<file path="config.mk">
export PLATFORM = sky130hd
export DESIGN_NAME = regfile_wb_arbiter
export DESIGN_NICKNAME = d
export VERILOG_FILES = /design/src/rtl/regfile_wb_arbiter.sv
export SDC_FILE = /design/constraint.sdc
export NUM_CORES = 1
export LEC_CHECK = 0
export BUFFER_PORTS_ARGS = -buffer_cell sky130_fd_sc_hd__buf_4
export CAP_MARGIN = 5
export CORE_MARGIN = 2
export CORE_UTILIZATION = 30
export DETAILED_ROUTE_END_ITERATION = 7
export PLACE_DENSITY = 0.58
export REMOVE_ABC_BUFFERS = 1
export SLEW_MARGIN = 20
export SYNTH_ARGS = -nofsm -noshare
export SYNTH_HDL_FRONTEND = slang
export SYNTH_SLANG_ARGS = --single-unit
</file>
<file path="constraint.sdc">
create_clock -name clk -period 2.9 [get_ports clk]
set_clock_uncertainty 0.15 [all_clocks]
set_input_delay 0.145 -clock clk [delete_from_list [all_inputs] [get_ports clk]]
set_output_delay 0.145 -clock clk [all_outputs]
set_load 0.005 [all_outputs]
</file>
<file path="src/rtl/regfile_wb_arbiter.sv">
// Round-robin write-back arbiter sharing the register file's single write port.
// Optional `RFWB_ZERO_GUARD_EN: accepted writes to register 0 are handshaked but never enabled.
module regfile_wb_arbiter #(
    parameter int NREQ = 3,
    parameter int AW   = 6,
    parameter int DW   = 32
) (
    input  logic               clk,
    input  logic               rst,
    input  logic               freeze,
    input  logic [NREQ-1:0]    req_valid,
    input  logic [NREQ*AW-1:0] req_addr,
    input  logic [NREQ*DW-1:0] req_data,
    output logic [NREQ-1:0]    req_ready,
    output logic               rf_we,
    output logic [AW-1:0]      rf_wa,
    output logic [DW-1:0]      rf_wd,
    output logic [NREQ-1:0]    last_grant
);

    localparam int PW = $clog2(NREQ);

    // Handshake: requester i is accepted in a cycle when req_valid[i] & req_ready[i].
    // A requester holds valid/addr/data until accepted; ready may drop before that.

    logic [PW-1:0]   rr_ptr_q, rr_ptr_d;
    logic            rf_we_q, rf_we_d;
    logic [AW-1:0]   rf_wa_q, rf_wa_d;
    logic [DW-1:0]   rf_wd_q, rf_wd_d;
    logic [NREQ-1:0] last_grant_q, last_grant_d;

    logic [AW-1:0]   addr_arr [NREQ];
    logic [DW-1:0]   data_arr [NREQ];

    logic            grant_found;
    logic [PW-1:0]   grant_idx;
    logic [NREQ-1:0] grant_oh;
    logic [PW-1:0]   scan_idx;
    logic            accept;
    logic [AW-1:0]   sel_addr;
    logic [DW-1:0]   sel_data;

    function automatic logic [PW-1:0] wrap_add(input logic [PW-1:0] base, input int unsigned off);
        int unsigned s;
        s = 32'(base) + off;
        s = s % NREQ;
        return s[PW-1:0];
    endfunction

    for (genvar i = 0; i < NREQ; i++) begin : g_unpack
        assign addr_arr[i] = req_addr[i*AW +: AW];
        assign data_arr[i] = req_data[i*DW +: DW];
    end

    // First valid requester at or after rr_ptr, wrapping modulo NREQ.
    always_comb begin
        grant_found = 1'b0;
        grant_idx   = '0;
        grant_oh    = '0;
        scan_idx    = '0;
        for (int k = 0; k < NREQ; k++) begin
            scan_idx = wrap_add(rr_ptr_q, k);
            if (!grant_found && req_valid[scan_idx]) begin
                grant_found = 1'b1;
                grant_idx   = scan_idx;
            end
        end
        if (grant_found) begin
            grant_oh[grant_idx] = 1'b1;
        end
    end

    always_comb begin
        sel_addr = '0;
        sel_data = '0;
        for (int k = 0; k < NREQ; k++) begin
            if (grant_idx == PW'(k)) begin
                sel_addr = addr_arr[k];
                sel_data = data_arr[k];
            end
        end
    end

    assign req_ready = (rst || freeze) ? '0 : grant_oh;
    assign accept    = grant_found && !rst && !freeze;

    always_comb begin
        rr_ptr_d     = rr_ptr_q;
        rf_we_d      = 1'b0;
        rf_wa_d      = rf_wa_q;
        rf_wd_d      = rf_wd_q;
        last_grant_d = last_grant_q;
        if (accept) begin
            rr_ptr_d     = wrap_add(grant_idx, 1);
            rf_wa_d      = sel_addr;
            rf_wd_d      = sel_data;
            last_grant_d = grant_oh;
`ifdef RFWB_ZERO_GUARD_EN
            // Register 0 is hard-wired zero: complete the handshake, suppress the write.
            rf_we_d      = (sel_addr != '0);
`else
            rf_we_d      = 1'b1;
`endif
        end
    end

    always_ff @(posedge clk) begin
        if (rst) begin
            rr_ptr_q     <= '0;
            rf_we_q      <= 1'b0;
            rf_wa_q      <= '0;
            rf_wd_q      <= '0;
            last_grant_q <= '0;
        end else begin
            rr_ptr_q     <= rr_ptr_d;
            rf_we_q      <= rf_we_d;
            rf_wa_q      <= rf_wa_d;
            rf_wd_q      <= rf_wd_d;
            last_grant_q <= last_grant_d;
        end
    end

    assign rf_we      = rf_we_q;
    assign rf_wa      = rf_wa_q;
    assign rf_wd      = rf_wd_q;
    assign last_grant = last_grant_q;

endmodule

</file>
==> flow_summary.ini, run 1 <==
[timing]
final_worst_path_cycle_share = 0.969
final_period_minus_worst_setup_slack_ns = 2.81
slew-limit-headroom = 0.585
tightestPinTransition_ns = 0.622
setup_violations = 0
finalHoldWorstSlack_ns = -0.0285
final_max_slew_viol_count = 0
worst_setup_slack_final_ns = 0.0911
timing.fmax_mhz = 356
fin_tns_setup_ns = 0
finalHoldViolations = 5

[floorplanning]
core_area_um2 = 8680
fp.dieArea_um2 = 9660
core.rowCount = 34
design.portCount = 165
die_w_um = 98.3
die_y_um = 98.3
initial_core_util = 0.307

[setup_path]
cpMaxStageDelayCell = dfxtp_2
timing.setup.critical_path_class = flip-flop to flip-flop
cp_slowest_stage_delay_ns = 0.37
cp-start-kind = flip-flop
critical_path.max_fanout = 22
worst_ep_required_time_ns = 2.91
cp_data_arrival_time_ns = 2.82
worst_setup_path_end_kind = flip-flop
worstPathCellList = inv_2 -> ha_4 -> mux2i_2 -> or2_4 -> nand3_2 -> o22a_1 -> ha_1 -> nor2b_2 -> buf_12 -> a221o_1 -> o21ai_1 -> o32ai_2

[route]
routed_wire_length_per_instance_um = 16.2
via_count_normalized_by_instance_count = 5.31
route.detailed.drc = 0
drtAntennaViolNets = 0
first_pass_iters = 4
drt_wl_total_um = 9470
drt-initial-drc-count = 146
num_vias = 3104

[outcome]
run_status = finished, violations left
failed_checks = hold timing

[cells_and_area]
design.final.nets = 604
num-fill-cells = 840
stdcell_count = 585
flow.area_growth_from_synthesis_pct = 66.9
final_cell_area_um2 = 4450
num_antenna_cells = 0
final_core_util = 0.513
final_layout_size_suffix_gt1_frac = 0.463

[grt]
grt_usage = 0.191
number_of_antenna_violations_at_the_first_check_in_global_routing = 0
first_global_vias = 3027
globalRouteOverflowTotal = 0
grt_pass1_wl_um = 15300
largest_net_degree_at_the_start_of_global_routing = 54

[placement]
dpl_hpwl_um = 6620
dp.cells = 560
buffer_ports.inserted = 164
placed_area_um2 = 4050
place.gp.congestion = 0.919
pre_cts_ws_ns = -0.0651

[synthesis]
syn-cell-area_um2 = 2670
postSynthRegisterBits = 44
synth_seq_area_share = 0.330
syn_inst = 304
syn-mean-instance-area_um2 = 8.77
synthesis_warning_total = 0
synth.distinct_cells = 35

[clock_network]
clock_sinks = 44
htree_num_levels = 2
clk_slew_on_worst_s_h_paths_ns = 0.08
root_buffer = clkbuf_8
cts_tree = yes
clock_tree.buffer_depth = 2
worst_skew_pair.late_latency_ns = 0.29
cts_made_buffers = 5

[hold_path]
worstHoldPathType = input port to flip-flop

[power]
vdd_drop_max_mv = 0.571
finalPower_mw = 4.76
power-per-cell-area_nw_per_um2 = 1070
leakage_nw = 1.89

[job]
cap_violations = 0
cell type report:
type | instances | area [um^2] | share of cell area
clock buffers | 5 | 68.8 | 0.0155
repair buffers | 198 | 1590 | 0.357
flip-flops and latches | 44 | 886 | 0.199
well taps | 108 | 135 | 0.0304
inverters | 46 | 173 | 0.0388
clock inverters | 2 | 60.1 | 0.0135
multi-input cells | 182 | 1540 | 0.346
report_power, final:
group | internal, mW | leakage [nW] | switching (mW) | total (mW)
clock | 0.339 | 0.0642 | 0.208 | 0.548
sequential | 0.848 | 0.361 | 0.134 | 0.982
combinational | 1.64 | 1.46 | 1.58 | 3.23
critical path, delay by kind of cell (launching register included):
kind,cells,cell delay [ns]
buffers and inverters,2,0.23
muxes,1,0.24
adders and majority gates,2,0.50
and+or+nand+nor,3,0.45
AOI/OAI and AO/OA,4,0.73
DFF,1,0.37
layer usage:
| layer | vias to the layer above | part of all wire | wire length [um] | track usage |
|---|---|---|---|---|
| met1 | 1437 | 0.43 | 4050 | 0.246 |
| met5 | - | 0 | 0 | 0 |
| li1 | 1513 | - | - | - |
| met3 | 7 | 0.077 | 725 | 0.0379 |
| met4 | 0 | 0.0058 | 55 | 0.0285 |
| met2 | 147 | 0.49 | 4640 | 0.339 |
sequential cells by signal, indices dropped and copies added, names as in the netlist:
name and flops:
last_grant 3, rf_wa 6, rf_wd 32, rf_we 1, rr_ptr_q 2
cells in the mapped netlist, drive strengths merged:
cell type	number	area, um^2
o21ai	39	195
nand2b	5	31.3
nor2b	3	18.8
a21o	1	7.51
a2bb2oi	3	26.3
clkbuf	22	82.6
or2	2	12.5
nand2	7	26.3
ha	7	87.6
o32ai	38	378
and3b	1	8.76
o21a	2	16.3
o211ai	1	7.51
o41ai	1	27.5
nand3	2	10.0
a41oi	1	16.3
mux2i	2	20.0
or3	1	6.26
buf	10	85.1
nor3	4	20.0
dfxtp	44	881
o311ai	4	35.0
o22ai	1	6.26
a21oi	5	25.0
nor2	8	30.0
o31ai	4	30.0
mux2	1	15.0
a221o	38	380
inv	46	173
o22a	1	8.76
cells in the final DEF (no fill, tap or decap), drive strengths merged, types with 2 or more instances in the layout:
cell,synthesis,routed
a221o,38,38
nand2b,5,5
a21oi,5,5
mux2i,2,2
inv,46,46
o32ai,38,38
nor3,4,4
o21ai,39,39
nor2,8,8
nor2b,3,3
o311ai,4,4
dlygate4sd3,0,18
nand2,7,7
o21a,2,2
ha,7,7
or2,2,2
nand3,2,2
dfxtp,44,44
a2bb2oi,3,3
bufinv,0,2
buf,10,180
clkbuf,22,5
o31ai,4,4
logic make-up (layout without fill, tap and decap cells):
group	count (synthesis)	in the layout	synth area share
buffers and inverters	78	251	0.128
DFF	44	44	0.330
muxes	3	3	0.0131
AOI/OAI and AO/OA	139	139	0.435
and+or+nand+nor	33	33	0.0614
adders and majority gates	7	7	0.0328
repair_timing:
item                                   4_1_cts  5_1_grt
setup buffers                                0        0
hold buffers                                16        2
gates resized for setup                      5       28
pin swaps                                    0        6
setup endpoints to repair                   20       44
endpoints found under the hold margin       16        2
final timing paths:
kind              cells past startpoint    startpoint   endpoint  slack (ns)
hold reg to reg                       2     rf_wd[29]  rf_wd[29]        0.33
setup / recovery                     12   rr_ptr_q[0]  rf_wd[11]        0.09
setup reg to reg                     12   rr_ptr_q[0]  rf_wd[11]        0.09
hold / removal                        3  req_data[64]   rf_wd[0]       -0.03
(Power assumes the default switching activity.)
==> run 2: changes to the inputs <==
Settings changed: CORE_UTILIZATION 30 to 39, PLACE_DENSITY 0.58 to 0.73.
==> run 2 against run 1 <==
The run still ends with hold timing left. Worst setup slack better by 0.0031 ns. First-iteration DRC count up 12%. Sequential share of layout area down 0.17 points. Routed wire length up 1.7%. Largest power group unchanged. Via count up 3.2%. Highest routed layer unchanged.
==> flow_summary.ini, run 2 (synthesized netlist as in run 1, its figures left out) <==
[outcome]
run_status = finished, violations left
failed_checks = hold timing

[floorplanning]
initial_core_util = 0.397
die_y_um = 86.7
core.rowCount = 30
die_w_um = 86.7
core_area_um2 = 6720
fp.dieArea_um2 = 7520
design.portCount = 165

[grt]
globalRouteOverflowTotal = 0
largest_net_degree_at_the_start_of_global_routing = 54
number_of_antenna_violations_at_the_first_check_in_global_routing = 0
grt_pass1_wl_um = 14900
grt_usage = 0.247
first_global_vias = 3188

[setup_path]
timing.critical_path.mode_cell = ha_1
crit_end = rf_wd[8]
critical_path.max_fanout = 21
cp-startpoint = rr_ptr_q[1]
crit-reg2reg-launch = rr_ptr_q[1]
worst_setup_path_end_kind = flip-flop
worstPathCellList = inv_1 -> ha_1 -> nor2b_1 -> o21ai_2 -> nand3_2 -> o22a_1 -> ha_1 -> nor2b_4 -> buf_12 -> a221o_1 -> o21ai_1 -> o32ai_2
cp_slowest_stage_delay_ns = 0.39
cp-start-kind = flip-flop
cp_data_arrival_time_ns = 2.82
reg2reg_slack_ns = 0.09
cpMaxStageDelayCell = dfxtp_2
timing.setup.critical_path_class = flip-flop to flip-flop
worst_ep_required_time_ns = 2.92
ff2ff_path_depth = 12
crit-reg2reg-capture = rf_wd[8]

[timing]
final_max_slew_viol_count = 0
setup_violations = 0
fin_tns_setup_ns = 0
final_period_minus_worst_setup_slack_ns = 2.81
finalHoldViolations = 1
finalHoldWorstSlack_ns = -0.00987
slew-limit-headroom = 0.613
tightestPinTransition_ns = 0.581
timing.fmax_mhz = 356
final_worst_path_cycle_share = 0.968

[cells_and_area]
flow.area_growth_from_synthesis_pct = 68.3
final_cell_area_um2 = 4490
num_antenna_cells = 0
num-fill-cells = 561
multiInputGateArea_um2 = 1530
largest_reg_flops = 32
mostFrequentLayoutCells = buf_4 (183), inv_1 (45), dfxtp_1 (42), a221o_1 (38), o21ai_0 (36)
final_layout_size_suffix_gt1_frac = 0.452
mostFrequentLayoutCell = buf_4
seqCellArea_um2 = 886
design.final.nets = 617

[job]
cap_violations = 0

[clock_network]
worst_skew_pair.late_latency_ns = 0.29
cts_tree = yes
htree_num_levels = 2
root_buffer = clkbuf_8
clock_sinks = 44
clock_tree.buffer_depth = 2
cts_made_buffers = 5
clk_slew_on_worst_s_h_paths_ns = 0.09

[route]
met2_wirelength_um = 5030
route.detailed.drc = 0
routed_wire_length_per_instance_um = 16.9
via_count_normalized_by_instance_count = 5.61
drt_wl_total_um = 9630
drtAntennaViolNets = 0
first_pass_iters = 4
num_vias = 3202
met3RoutedLength_um = 667
routed.top_layer = met4
m1WireLength_um = 3820
drt-initial-drc-count = 164

[placement]
buffer_ports.inserted = 164
dpl_hpwl_um = 6600
placed_area_um2 = 4030
place.gp.congestion = 0.798

[power]
leakage_nw = 1.93
p_sw_mw = 1.93
combinational_power_share = 0.687
power.internal_mw = 2.81
finalPower_mw = 4.74
power.switching_fraction = 0.407
vdd_drop_max_mv = 0.470
power-per-cell-area_nw_per_um2 = 1060
sequentialPowerShare = 0.207
power.share.clock = 0.106

[hold_path]
worstHoldPathType = input port to flip-flop
timing.hold.worst_path_depth = 3
-- run 2: repair_timing --
action,4_1_cts,5_1_grt
pin swaps,1,2
hold buffers,25,0
endpoints found under the setup margin,27,44
setup buffers,1,2
endpoints found under the hold margin,25,0
gates resized for setup,3,19
-- run 2: how the worst min path moves through the flow --
stage | startpoint | to | slack [ns]
finish | req_data[85] | rf_wd[21] | -0.01
global route | req_data[72] | rf_wd[8] | 0.007
CTS | req_addr[16] | rf_wa[4] | 0.003
detailed placement | req_addr[12] | rf_wa[0] | 0.28
global placement | req_data[92] | rf_wd[28] | 0.27
floorplan | rst | rf_wd[11] | 0.11
-- run 2: metal layers --
metal	up-vias	track usage
li1	1544	-
met1	1509	0.282
met2	140	0.465
met3	9	0.0571
met4	0	0.0540
met5	-	0
-- run 2: per-stage QoR --
step | hold WS [ns] | utilization | std cells | setup WS (ns)
after floorplan | 0.113 | - | 272 | -1.27
after global placement | 0.273 | 0.599 | 535 | 0.0257
after detailed placement | 0.281 | 0.599 | 535 | -0.0731
after CTS | 0.00316 | 0.656 | 569 | 0.00718
after global routing | 0.00704 | 0.668 | 571 | -0.0412
final | -0.00987 | 0.668 | 571 | 0.0942
-- run 2: area by class of cell --
class	count	share of cell area
Multi-Input combinational cell	182	0.340
Clock inverter	2	0.00864
Inverter	46	0.0385
Sequential cell	44	0.197
Clock buffer	6	0.0184
Tap cell	80	0.0223
Timing Repair Buffer	211	0.375
-- run 2: critical path: cells and delay by family (launching register included) --
family	cells	cell delay, ns
buf+inv	2	0.24
fa+ha+maj	2	0.44
simple gates	3	0.47
flops	1	0.39
compound gates	5	0.99
-- run 2: power groups by stage --
stage	registers [mW]	clock network, mW	logic (mW)
floorplan	0.993	0	1.75
global placement	0.971	0	3.01
detailed placement	0.986	0	3.06
CTS	0.977	0.514	3.11
global route	1.01	0.539	3.53
finish	0.982	0.503	3.25
